===== src/rtl/tdc_interval_builder.sv =====
// Start/stop TDC interval builder: timestamps hits on a free-running coarse
// counter, reads both fine codes over a shared encoder bus, and emits the
// start-to-stop interval in fine-bin units through a valid/ready handshake.
module tdc_interval_builder #(
  parameter int unsigned COARSE_W    = 16,
  parameter int unsigned FINE_BINS   = 40,
  parameter int unsigned RES_W       = 22,
  parameter int unsigned TIMEOUT_CYC = 1000
) (
  input  logic             clk,
  input  logic             rst_n,
  input  logic             start_det,
  input  logic             stop_det,
  input  logic [7:0]       fine_bus,
  output logic             sel_start_n,
  output logic             sel_stop_n,
  output logic [RES_W-1:0] meas,
  output logic [1:0]       meas_err,
  output logic             meas_valid,
  input  logic             meas_ready,
  output logic             busy,
  output logic [7:0]       missed_cnt
);

  localparam int unsigned CALC_W = RES_W + 1;

  localparam logic [1:0] ERR_OK      = 2'd0;
  localparam logic [1:0] ERR_CODE    = 2'd1;
  localparam logic [1:0] ERR_TIMEOUT = 2'd2;
  localparam logic [1:0] ERR_NEG     = 2'd3;

  typedef enum logic [2:0] {
    IDLE, SEL_S, SMP_S, WAIT_STOP, SEL_P, SMP_P, CALC, OUT
  } state_t;

  state_t              r_state, w_state_nxt;
  logic [COARSE_W-1:0] r_coarse;
  logic [COARSE_W-1:0] r_cs, r_cp, w_cs_nxt, w_cp_nxt;
  logic                r_pend, w_pend_nxt;
  logic [7:0]          r_fs, r_fp, w_fs_nxt, w_fp_nxt;
  logic [RES_W-1:0]    r_meas, w_meas_nxt;
  logic [1:0]          r_err, w_err_nxt;
  logic                r_valid, r_busy, r_sel_start_n, r_sel_stop_n;
  logic [7:0]          r_missed;

  logic [COARSE_W-1:0] w_elapsed;
  logic [COARSE_W-1:0] w_dcoarse;
  logic [CALC_W-1:0]   w_t;
  logic                w_codes_ok;

  assign w_elapsed = r_coarse - r_cs;
  assign w_dcoarse = r_cp - r_cs;
  // Written as a positive "in range" test so an unknown code falls into the error branch.
  assign w_codes_ok = (r_fs != 8'd0) && (r_fs <= 8'(FINE_BINS)) &&
                      (r_fp != 8'd0) && (r_fp <= 8'(FINE_BINS));
  // Interval in fine bins; the MSB is the sign (the positive range never reaches it).
  assign w_t = CALC_W'(w_dcoarse) * CALC_W'(FINE_BINS) + CALC_W'(r_fs) - CALC_W'(r_fp);

  // Free-running coarse timestamp counter.
  always_ff @(posedge clk or negedge rst_n) begin
    if (!rst_n) r_coarse <= '0;
    else        r_coarse <= r_coarse + COARSE_W'(1);
  end

  // State register.
  always_ff @(posedge clk or negedge rst_n) begin
    if (!rst_n) r_state <= IDLE;
    else        r_state <= w_state_nxt;
  end

  // Next-state, timestamp capture and result computation.
  always_comb begin
    w_state_nxt = r_state;
    w_cs_nxt    = r_cs;
    w_cp_nxt    = r_cp;
    w_pend_nxt  = r_pend;
    w_fs_nxt    = r_fs;
    w_fp_nxt    = r_fp;
    w_meas_nxt  = r_meas;
    w_err_nxt   = r_err;
    case (r_state)
      IDLE: begin
        if (start_det) begin
          w_state_nxt = SEL_S;
          w_cs_nxt    = r_coarse;
          w_pend_nxt  = stop_det;
          if (stop_det) w_cp_nxt = r_coarse;
        end
      end
      SEL_S: begin
        w_state_nxt = SMP_S;
        if (stop_det && !r_pend) begin
          w_pend_nxt = 1'b1;
          w_cp_nxt   = r_coarse;
        end
      end
      SMP_S: begin
        w_fs_nxt = fine_bus;
        if (stop_det && !r_pend) begin
          w_pend_nxt = 1'b1;
          w_cp_nxt   = r_coarse;
        end
        w_state_nxt = (r_pend || stop_det) ? SEL_P : WAIT_STOP;
      end
      WAIT_STOP: begin
        if (stop_det) begin
          w_cp_nxt    = r_coarse;
          w_state_nxt = SEL_P;
        end else if (w_elapsed == COARSE_W'(TIMEOUT_CYC)) begin
          w_meas_nxt  = '1;
          w_err_nxt   = ERR_TIMEOUT;
          w_state_nxt = OUT;
        end
      end
      SEL_P: w_state_nxt = SMP_P;
      SMP_P: begin
        w_fp_nxt    = fine_bus;
        w_state_nxt = CALC;
      end
      CALC: begin
        w_state_nxt = OUT;
        if (w_codes_ok) begin
          if (w_t[RES_W]) begin
            w_meas_nxt = '0;
            w_err_nxt  = ERR_NEG;
          end else begin
            w_meas_nxt = w_t[RES_W-1:0];
            w_err_nxt  = ERR_OK;
          end
        end else begin
          w_meas_nxt = '0;
          w_err_nxt  = ERR_CODE;
        end
      end
      OUT: begin
        if (meas_ready) w_state_nxt = IDLE;
      end
      default: w_state_nxt = IDLE;
    endcase
  end

  // Datapath registers; status outputs are decoded from the next state so they track the state.
  always_ff @(posedge clk or negedge rst_n) begin
    if (!rst_n) begin
      r_cs          <= '0;
      r_cp          <= '0;
      r_pend        <= 1'b0;
      r_fs          <= '0;
      r_fp          <= '0;
      r_meas        <= '0;
      r_err         <= '0;
      r_valid       <= 1'b0;
      r_busy        <= 1'b0;
      r_sel_start_n <= 1'b1;
      r_sel_stop_n  <= 1'b1;
    end else begin
      r_cs          <= w_cs_nxt;
      r_cp          <= w_cp_nxt;
      r_pend        <= w_pend_nxt;
      r_fs          <= w_fs_nxt;
      r_fp          <= w_fp_nxt;
      r_meas        <= w_meas_nxt;
      r_err         <= w_err_nxt;
      r_valid       <= (w_state_nxt == OUT);
      r_busy        <= (w_state_nxt != IDLE);
      r_sel_start_n <= !((w_state_nxt == SEL_S) || (w_state_nxt == SMP_S));
      r_sel_stop_n  <= !((w_state_nxt == SEL_P) || (w_state_nxt == SMP_P));
    end
  end

  // Saturating count of starts that arrive while a measurement is in flight.
  always_ff @(posedge clk or negedge rst_n) begin
    if (!rst_n)                                                   r_missed <= '0;
    else if (start_det && (r_state != IDLE) && (r_missed != 8'hFF)) r_missed <= r_missed + 8'd1;
  end

  assign sel_start_n = r_sel_start_n;
  assign sel_stop_n  = r_sel_stop_n;
  assign meas        = r_meas;
  assign meas_err    = r_err;
  assign meas_valid  = r_valid;
  assign busy        = r_busy;
  assign missed_cnt  = r_missed;

endmodule


===== config.mk =====
export PLATFORM = sky130hd
export DESIGN_NAME = tdc_interval_builder
export DESIGN_NICKNAME = d
export VERILOG_FILES = /design/src/rtl/tdc_interval_builder.sv
export SDC_FILE = /design/constraint.sdc
export NUM_CORES = 1
export LEC_CHECK = 0
export CAP_MARGIN = 30
export CORE_MARGIN = 3
export CORE_UTILIZATION = 60
export DETAILED_ROUTE_END_ITERATION = 8
export PLACE_DENSITY = 0.79
export SYNTH_ARGS = -nofsm -noshare
export SYNTH_HDL_FRONTEND = slang
export SYNTH_SLANG_ARGS = --single-unit

===== constraint.sdc =====
create_clock -name clk -period 12 [get_ports clk]
set_input_delay 1.8 -clock clk [delete_from_list [all_inputs] [get_ports clk]]
set_output_delay 1.8 -clock clk [all_outputs]
set_load 0.05 [all_outputs]

# Word-level counts from Yosys, hierarchy flattened
# Index checks and enable logic that the tools add are counted.
dict set report op_classes {
  magnitude_cmp 2
  muxes 23
  n_mul 1
  add_sub_neg 6
  n_eq_ne 18
  n_reduce_logical 25
}
# operator n
set ops {}
lappend ops {{$mux 22} 4}
lappend ops {{$mux 16} 3}
lappend ops {{$pmux 16 s3} 1}
lappend ops {{$pmux 22 s2} 1}
lappend ops {{$sub 16x16->16} 2}
lappend ops {{$pmux 3 s8} 1}
lappend ops {{$add 22x8->23} 1}
lappend ops {{$sub 23x8->23} 1}
lappend ops {{$eq 3x3->1 const B} 7}
lappend ops {{$mul 16x3->19 const B} 1}
lappend ops {{$add 16x1->16 const B} 1}
lappend ops {{$eq 16x10->1 const B} 1}
lappend ops {{$le 8x6->1 const B} 2}
lappend ops {{$reduce_bool 8->1} 2}
lappend ops {{$mux 3} 5}
lappend ops {{$eq 3x2->1 const B} 3}
lappend ops {{$reduce_and 3->1} 3}
lappend ops {{$reduce_bool 3->1} 3}
lappend ops {{$add 8x1->8 const B} 1}
lappend ops {{$mux 2} 4}
lappend ops {{$ne 8x8->1 const B} 1}
lappend ops {{$eq 3x1->1 const B} 2}
lappend ops {{$logic_and 1x1->1} 6}
lappend ops {{$ne 2x2->1 const B} 3}
lappend ops {{10 further kinds} 16}
dict set report totals {
  output_inout_bits 36
  ff_bits 104
  in_bits 13
  elab_cells 89
}

# Depth between registers and ports, before layout
dict set report depth {
  ltp_word 8
  mapped_depth 31
  ltp_nobuf 30
}

# Least setup slack after synthesis
# OpenSTA, ideal clock, no wires.
dict set report synth_path {
  path_kind {register to register}
  start {register r_cs[2]}
  end {register r_meas[20] (netlist: meas[20])}
  stages_incl_launch_ff 30
  setup_time_ns 0.096
  path_slack_ns 6.024
  path_buffers 1
  arrival_ns 5.881
  path_cell_list {dfrtp_1 > inv_1 > ha_1 > nor2b_1 > o21a_1 > o21ai_0 > a21oi_1 > a221oi_1 > o21bai_1 > a21o_1 > xnor2_1 > xor2_1 > ha_1 > or4_4 > and4_4 > o21ai_0 > nand2b_1 > a21o_1 > a21o_1 > xnor2_1 > inv_1 > ha_1 > nand3_1 > or2_2 > nor4b_2 > o221ai_1 > o211a_4 > nand2b_4 > buf_6 > o32ai_2}
}
dict set report synth_between {
  elab_chain_len 7
  word_cells_on_any_way 11
  cone_classes {add/sub (4); mul (1); eq/ne (2); mux (3); reduce/logical (1)}
}
# element line_no
set synth_lines {}
lappend synth_lines {{start, declared} 38} ;# logic [COARSE_W-1:0] r_cs, r_cp, w_cs_nxt, w_cp_nxt;
lappend synth_lines {{start signal, assigned} 157} ;# r_cs <= w_cs_nxt;
lappend synth_lines {{$sub 16x16->16} 52} ;# assign w_dcoarse = r_cp - r_cs;
lappend synth_lines {{$mul 16x3->19} 57} ;# assign w_t = CALC_W'(w_dcoarse) * CALC_W'(FINE_BINS) + CALC_W'(r_fs) - CALC_W'(r_fp);
lappend synth_lines {{$add 22x8->23} 57}
lappend synth_lines {{$sub 23x8->23} 57}
lappend synth_lines {{$mux 22} 123} ;# if (w_t[RES_W]) begin
lappend synth_lines {{$mux 22} 122} ;# if (w_codes_ok) begin
lappend synth_lines {{$pmux 22 s2} 81} ;# case (r_state)
lappend synth_lines {{end signal, assigned} 162} ;# r_meas <= w_meas_nxt;
lappend synth_lines {{end, declared} 41} ;# logic [RES_W-1:0] r_meas, w_meas_nxt;
# Several ways; a longest one is shown, not always the timed one.
# A chain may end at the register's enable or synchronous reset.

# Worst setup path in the final report
dict set report layout_path {
  start {register r_cp[0]}
  end {register r_meas[20] (netlist: meas[20])}
}
dict set report layout_between {
  elab_chain_len 7
}
# element line_no
set layout_lines {}
lappend layout_lines {{start, declared} 38}
lappend layout_lines {{start signal, assigned} 158} ;# r_cp <= w_cp_nxt;
lappend layout_lines {{$sub 16x16->16} 52}
lappend layout_lines {{$mul 16x3->19} 57}
lappend layout_lines {{$add 22x8->23} 57}
lappend layout_lines {{$sub 23x8->23} 57}
lappend layout_lines {{$mux 22} 123}
lappend layout_lines {{$mux 22} 122}
lappend layout_lines {{$pmux 22 s2} 81}
# No other way between the ends.

==> impl_metrics.prom <==
# TYPE chip_impl_metric gauge
chip_impl_metric{name="yosysWarningCount",unit=""} 0
chip_impl_info{name="crit-reg2reg-launch",value="r_cp[0]$_DFFE_PN0P_"} 1
chip_impl_metric{name="worst_slew_margin_rel",unit="%"} 48.9
chip_impl_metric{name="via_count_of_the_routed_design",unit=""} 6016
chip_impl_metric{name="cts_made_buffers",unit=""} 9
chip_impl_metric{name="worst-endpoint-arrival",unit="ns"} 6.84
chip_impl_info{name="rsz0062_at_grt",value="no"} 1
chip_impl_metric{name="mappedNetlistNets",unit=""} 908
chip_impl_info{name="critical_path.endpoint",value="meas[20]$_DFFE_PN0P_"} 1
chip_impl_metric{name="cts_resized",unit=""} 0
chip_impl_metric{name="worstPathMaxFanout",unit=""} 15
chip_impl_metric{name="synth.avg_cell_area",unit="um2"} 9.39
chip_impl_info{name="criticalPathCategory",value="flop to flop"} 1
chip_impl_metric{name="totalNegativeSetupSlack",unit="ns"} 0
chip_impl_info{name="synth.area.top_cells",value="sky130_fd_sc_hd__dfrtp_1 34%, sky130_fd_sc_hd__ha_1 13%, sky130_fd_sc_hd__xnor2_1 5.8%"} 1
chip_impl_metric{name="routed_wl",unit="um"} 16700
chip_impl_metric{name="critical-path-max-stage-delay",unit="ns"} 0.55
chip_impl_metric{name="vias_in_the_first_global_route",unit=""} 6102
chip_impl_metric{name="grt_pass1_wl",unit="um"} 28500
chip_impl_metric{name="grt_max_degree",unit=""} 62
chip_impl_metric{name="yosys.area.top_type_share",unit="%"} 33.7
chip_impl_metric{name="net_count_reported_at_finish",unit=""} 955
chip_impl_metric{name="syn-cell-area",unit="um2"} 7580
chip_impl_metric{name="synthArstFlopShare",unit="%"} 100
chip_impl_info{name="timing.critical_path.max_delay_family",value="compound AO/OA/AOI/OAI gates"} 1
chip_impl_metric{name="worst_slew_pin_slew",unit="ns"} 0.764
chip_impl_metric{name="start_util",unit="%"} 62.3
chip_impl_metric{name="hold_violations",unit=""} 0
chip_impl_info{name="synth.cells.most_frequent",value="102 x sky130_fd_sc_hd__dfrtp_1, 80 x sky130_fd_sc_hd__ha_1, 69 x sky130_fd_sc_hd__nor2_1"} 1
chip_impl_metric{name="yosys_register_bits",unit=""} 104
chip_impl_metric{name="maxCapViolations",unit=""} 0
chip_impl_info{name="yosysMostFrequentCell",value="sky130_fd_sc_hd__dfrtp_1"} 1
chip_impl_metric{name="dp_hpwl",unit="um"} 12900
chip_impl_metric{name="wl_per_cell",unit="um"} 16.3
chip_impl_metric{name="synth_edf_count",unit=""} 0
chip_impl_metric{name="finalMaxSlewViolations",unit=""} 0
chip_impl_metric{name="setup-violations-final",unit=""} 0
chip_impl_metric{name="clk-insertion-delay-late",unit="ns"} 0.36
chip_impl_metric{name="finalCritPeriodShare",unit="%"} 54.8
chip_impl_metric{name="die_y",unit="um"} 118
chip_impl_metric{name="row_count",unit=""} 40
chip_impl_info{name="cts_tree",value="yes"} 1
chip_impl_info{name="cell_chosen_for_the_clock_root",value="sky130_fd_sc_hd__clkbuf_16"} 1
chip_impl_metric{name="io_buffers",unit=""} 48
chip_impl_info{name="yosysTopAreaCell",value="sky130_fd_sc_hd__dfrtp_1"} 1
chip_impl_metric{name="clock_sink_count",unit=""} 104
chip_impl_metric{name="track_usage",unit="%"} 24.5
chip_impl_metric{name="path_clk_slew",unit="ns"} 0.07
chip_impl_metric{name="crit_required",unit="ns"} 12.26
chip_impl_metric{name="drc",unit=""} 0
chip_impl_metric{name="critical_path_depth",unit=""} 29
chip_impl_metric{name="timing.clock.skew",unit="ns"} 0.00808
chip_impl_info{name="dominantRegCellSynth",value="sky130_fd_sc_hd__dfrtp_1"} 1
chip_impl_info{name="path_class_of_the_lowest_slack_min_delay_path",value="flop to flop"} 1
chip_impl_info{name="timing.critical_path.to_type",value="flop"} 1
chip_impl_metric{name="floorplan.die.width",unit="um"} 118
chip_impl_metric{name="post_route_cells_drive_above_1_share",unit="%"} 8.85
chip_impl_metric{name="vias_per_cell",unit=""} 5.86
chip_impl_info{name="cp-startpoint",value="r_cp[0]$_DFFE_PN0P_"} 1
chip_impl_metric{name="clock_tree.buffer_depth",unit=""} 2
chip_impl_metric{name="synthToLayoutAreaGrowth",unit="%"} 12.5
chip_impl_metric{name="syn-instance-count",unit=""} 807
chip_impl_metric{name="reg2reg_slack",unit="ns"} 5.42
chip_impl_info{name="worstSetupStartpointType",value="flop"} 1
chip_impl_metric{name="yosysUniqueCellTypes",unit=""} 72
chip_impl_metric{name="grt_overflow",unit=""} 0
chip_impl_metric{name="post-cts-setup-buffer-count",unit=""} 0
chip_impl_metric{name="cts_max_level",unit=""} 3
chip_impl_metric{name="globalplace.congestion",unit=""} 0.918
chip_impl_info{name="run_status",value="completed"} 1
chip_impl_info{name="reg2reg_to",value="meas[20]$_DFFE_PN0P_"} 1
chip_impl_metric{name="ioPinCount",unit=""} 49
chip_impl_metric{name="grt_antenna_before_repair",unit=""} 0
chip_impl_metric{name="synth_seq_area_share",unit="%"} 34.4
chip_impl_info{name="cp_slowest_cell",value="sky130_fd_sc_hd__or4_4"} 1
chip_impl_metric{name="design.core.area",unit="um2"} 12200
chip_impl_metric{name="max_clock_freq",unit="MHz"} 152
chip_impl_metric{name="first_pass_iters",unit=""} 5
chip_impl_metric{name="worstPathBufferInverterCount",unit=""} 2
chip_impl_metric{name="cts_hold_buffers",unit=""} 0
chip_impl_metric{name="final_antenna_net_count",unit=""} 0
chip_impl_metric{name="reg2regPathDepth",unit=""} 29
chip_impl_metric{name="drt_iter0_drc",unit=""} 347
chip_impl_metric{name="post-route-min-period",unit="ns"} 6.58
chip_impl_metric{name="antenna_diodes",unit=""} 0
chip_impl_metric{name="final_util",unit="%"} 70.1
chip_impl_metric{name="floorplan_die_area",unit="um2"} 14000
==> cells by family (layout without fill, tap and decap cells) <==
| kind of cell | count (synthesis) | after routing | share of synthesized area (%) |
|---|---|---|---|
| compound gates | 183 | 183 | 16.1 |
| buf+inv | 80 | 132 | 4.10 |
| simple gates | 239 | 239 | 15.8 |
| flops | 104 | 104 | 34.4 |
| xor+xnor | 79 | 79 | 9.31 |
| fa+ha+maj | 88 | 88 | 15.3 |
| mux | 34 | 34 | 5.00 |
==> worst reg2reg max path: cells and delay by family (launching register included) <==
| kind | cells | cell delay [ns] |
|---|---|---|
| and+or+nand+nor | 8 | 1.82 |
| adders and majority gates | 4 | 1.01 |
| buffers and inverters | 2 | 0.14 |
| AOI/OAI and AO/OA | 12 | 2.52 |
| xor gates and xnor gates | 3 | 0.62 |
| DFF | 1 | 0.37 |
==> metal layers <==
metal  up-vias  GRT usage, %  part of all wire (%)  wire (um)
met5         -             0                     0          0
met4         0          8.11                   2.1        353
met3        36          4.88                   4.6        760
met2       131          41.8                    49       8230
met1      2911          31.3                    44       7350
li1       2938             -                     -          -
==> cells in the final DEF (no fill, tap or decap), types with 19 or more instances in the layout <==
cell type,n
sky130_fd_sc_hd__dfrtp_1,102
sky130_fd_sc_hd__ha_1,80
sky130_fd_sc_hd__nor2_1,69
sky130_fd_sc_hd__inv_1,64
sky130_fd_sc_hd__nand2_1,60
sky130_fd_sc_hd__xnor2_1,50
sky130_fd_sc_hd__clkdlybuf4s50_1,47
sky130_fd_sc_hd__o21ai_0,44
sky130_fd_sc_hd__a21oi_1,39
sky130_fd_sc_hd__mux2_2,31
sky130_fd_sc_hd__xor2_1,28
sky130_fd_sc_hd__a21o_1,21
sky130_fd_sc_hd__nand3_1,19
==> flip-flops by register name, summed over array words and instances, names as in the netlist <==
register / count
meas_err: 2
r_coarse: 16
r_fs: 8
meas: 22
missed_cnt: 8
r_pend: 1
r_fp: 8
r_cs: 16
sel_stop_n: 1
sel_start_n: 1
meas_valid: 1
busy: 1
r_state: 3
r_cp: 16
==> area by class of cell <==
cell class / instances / area, um2
multi-input cells: 623 / 4660
flip-flops and latches: 104 / 2610
clock inverters: 6 / 75.1
inverters: 65 / 244
fillers: 947 / 3640
well taps: 168 / 210
clock buffers: 10 / 229
repair buffers: 51 / 500
==> through the flow <==
step                worst slack (ns)  hold slack, ns  std cells  area, um2
floorplan                       6.02           0.485        807       7580
global placement                5.69           0.471       1011       8220
detailed placement              5.50           0.474       1011       8220
CTS                             5.42           0.491       1027       8530
global route                    4.88           0.505       1027       8530
finish                          5.42           0.489       1027       8530
==> worst min path at each step <==
stage,startpoint,endpoint,cells after the start
6_report,meas[16]$_DFFE_PN0P_,meas[16]$_DFFE_PN0P_,2
5_1_grt,meas_err[0]$_DFFE_PN0P_,meas_err[0]$_DFFE_PN0P_,1
4_1_cts,meas_err[0]$_DFFE_PN0P_,meas_err[0]$_DFFE_PN0P_,1
3_5_place_dp,meas_err[0]$_DFFE_PN0P_,meas_err[0]$_DFFE_PN0P_,1
3_3_place_gp,meas[18]$_DFFE_PN0P_,meas[18]$_DFFE_PN0P_,2
2_1_floorplan,r_cp[12]$_DFFE_PN0P_,r_cp[12]$_DFFE_PN0P_,1
Power is left out: the tool's default activity adds up to more than one toggle a clock period on the data nets, which glitch-free logic cannot reach.
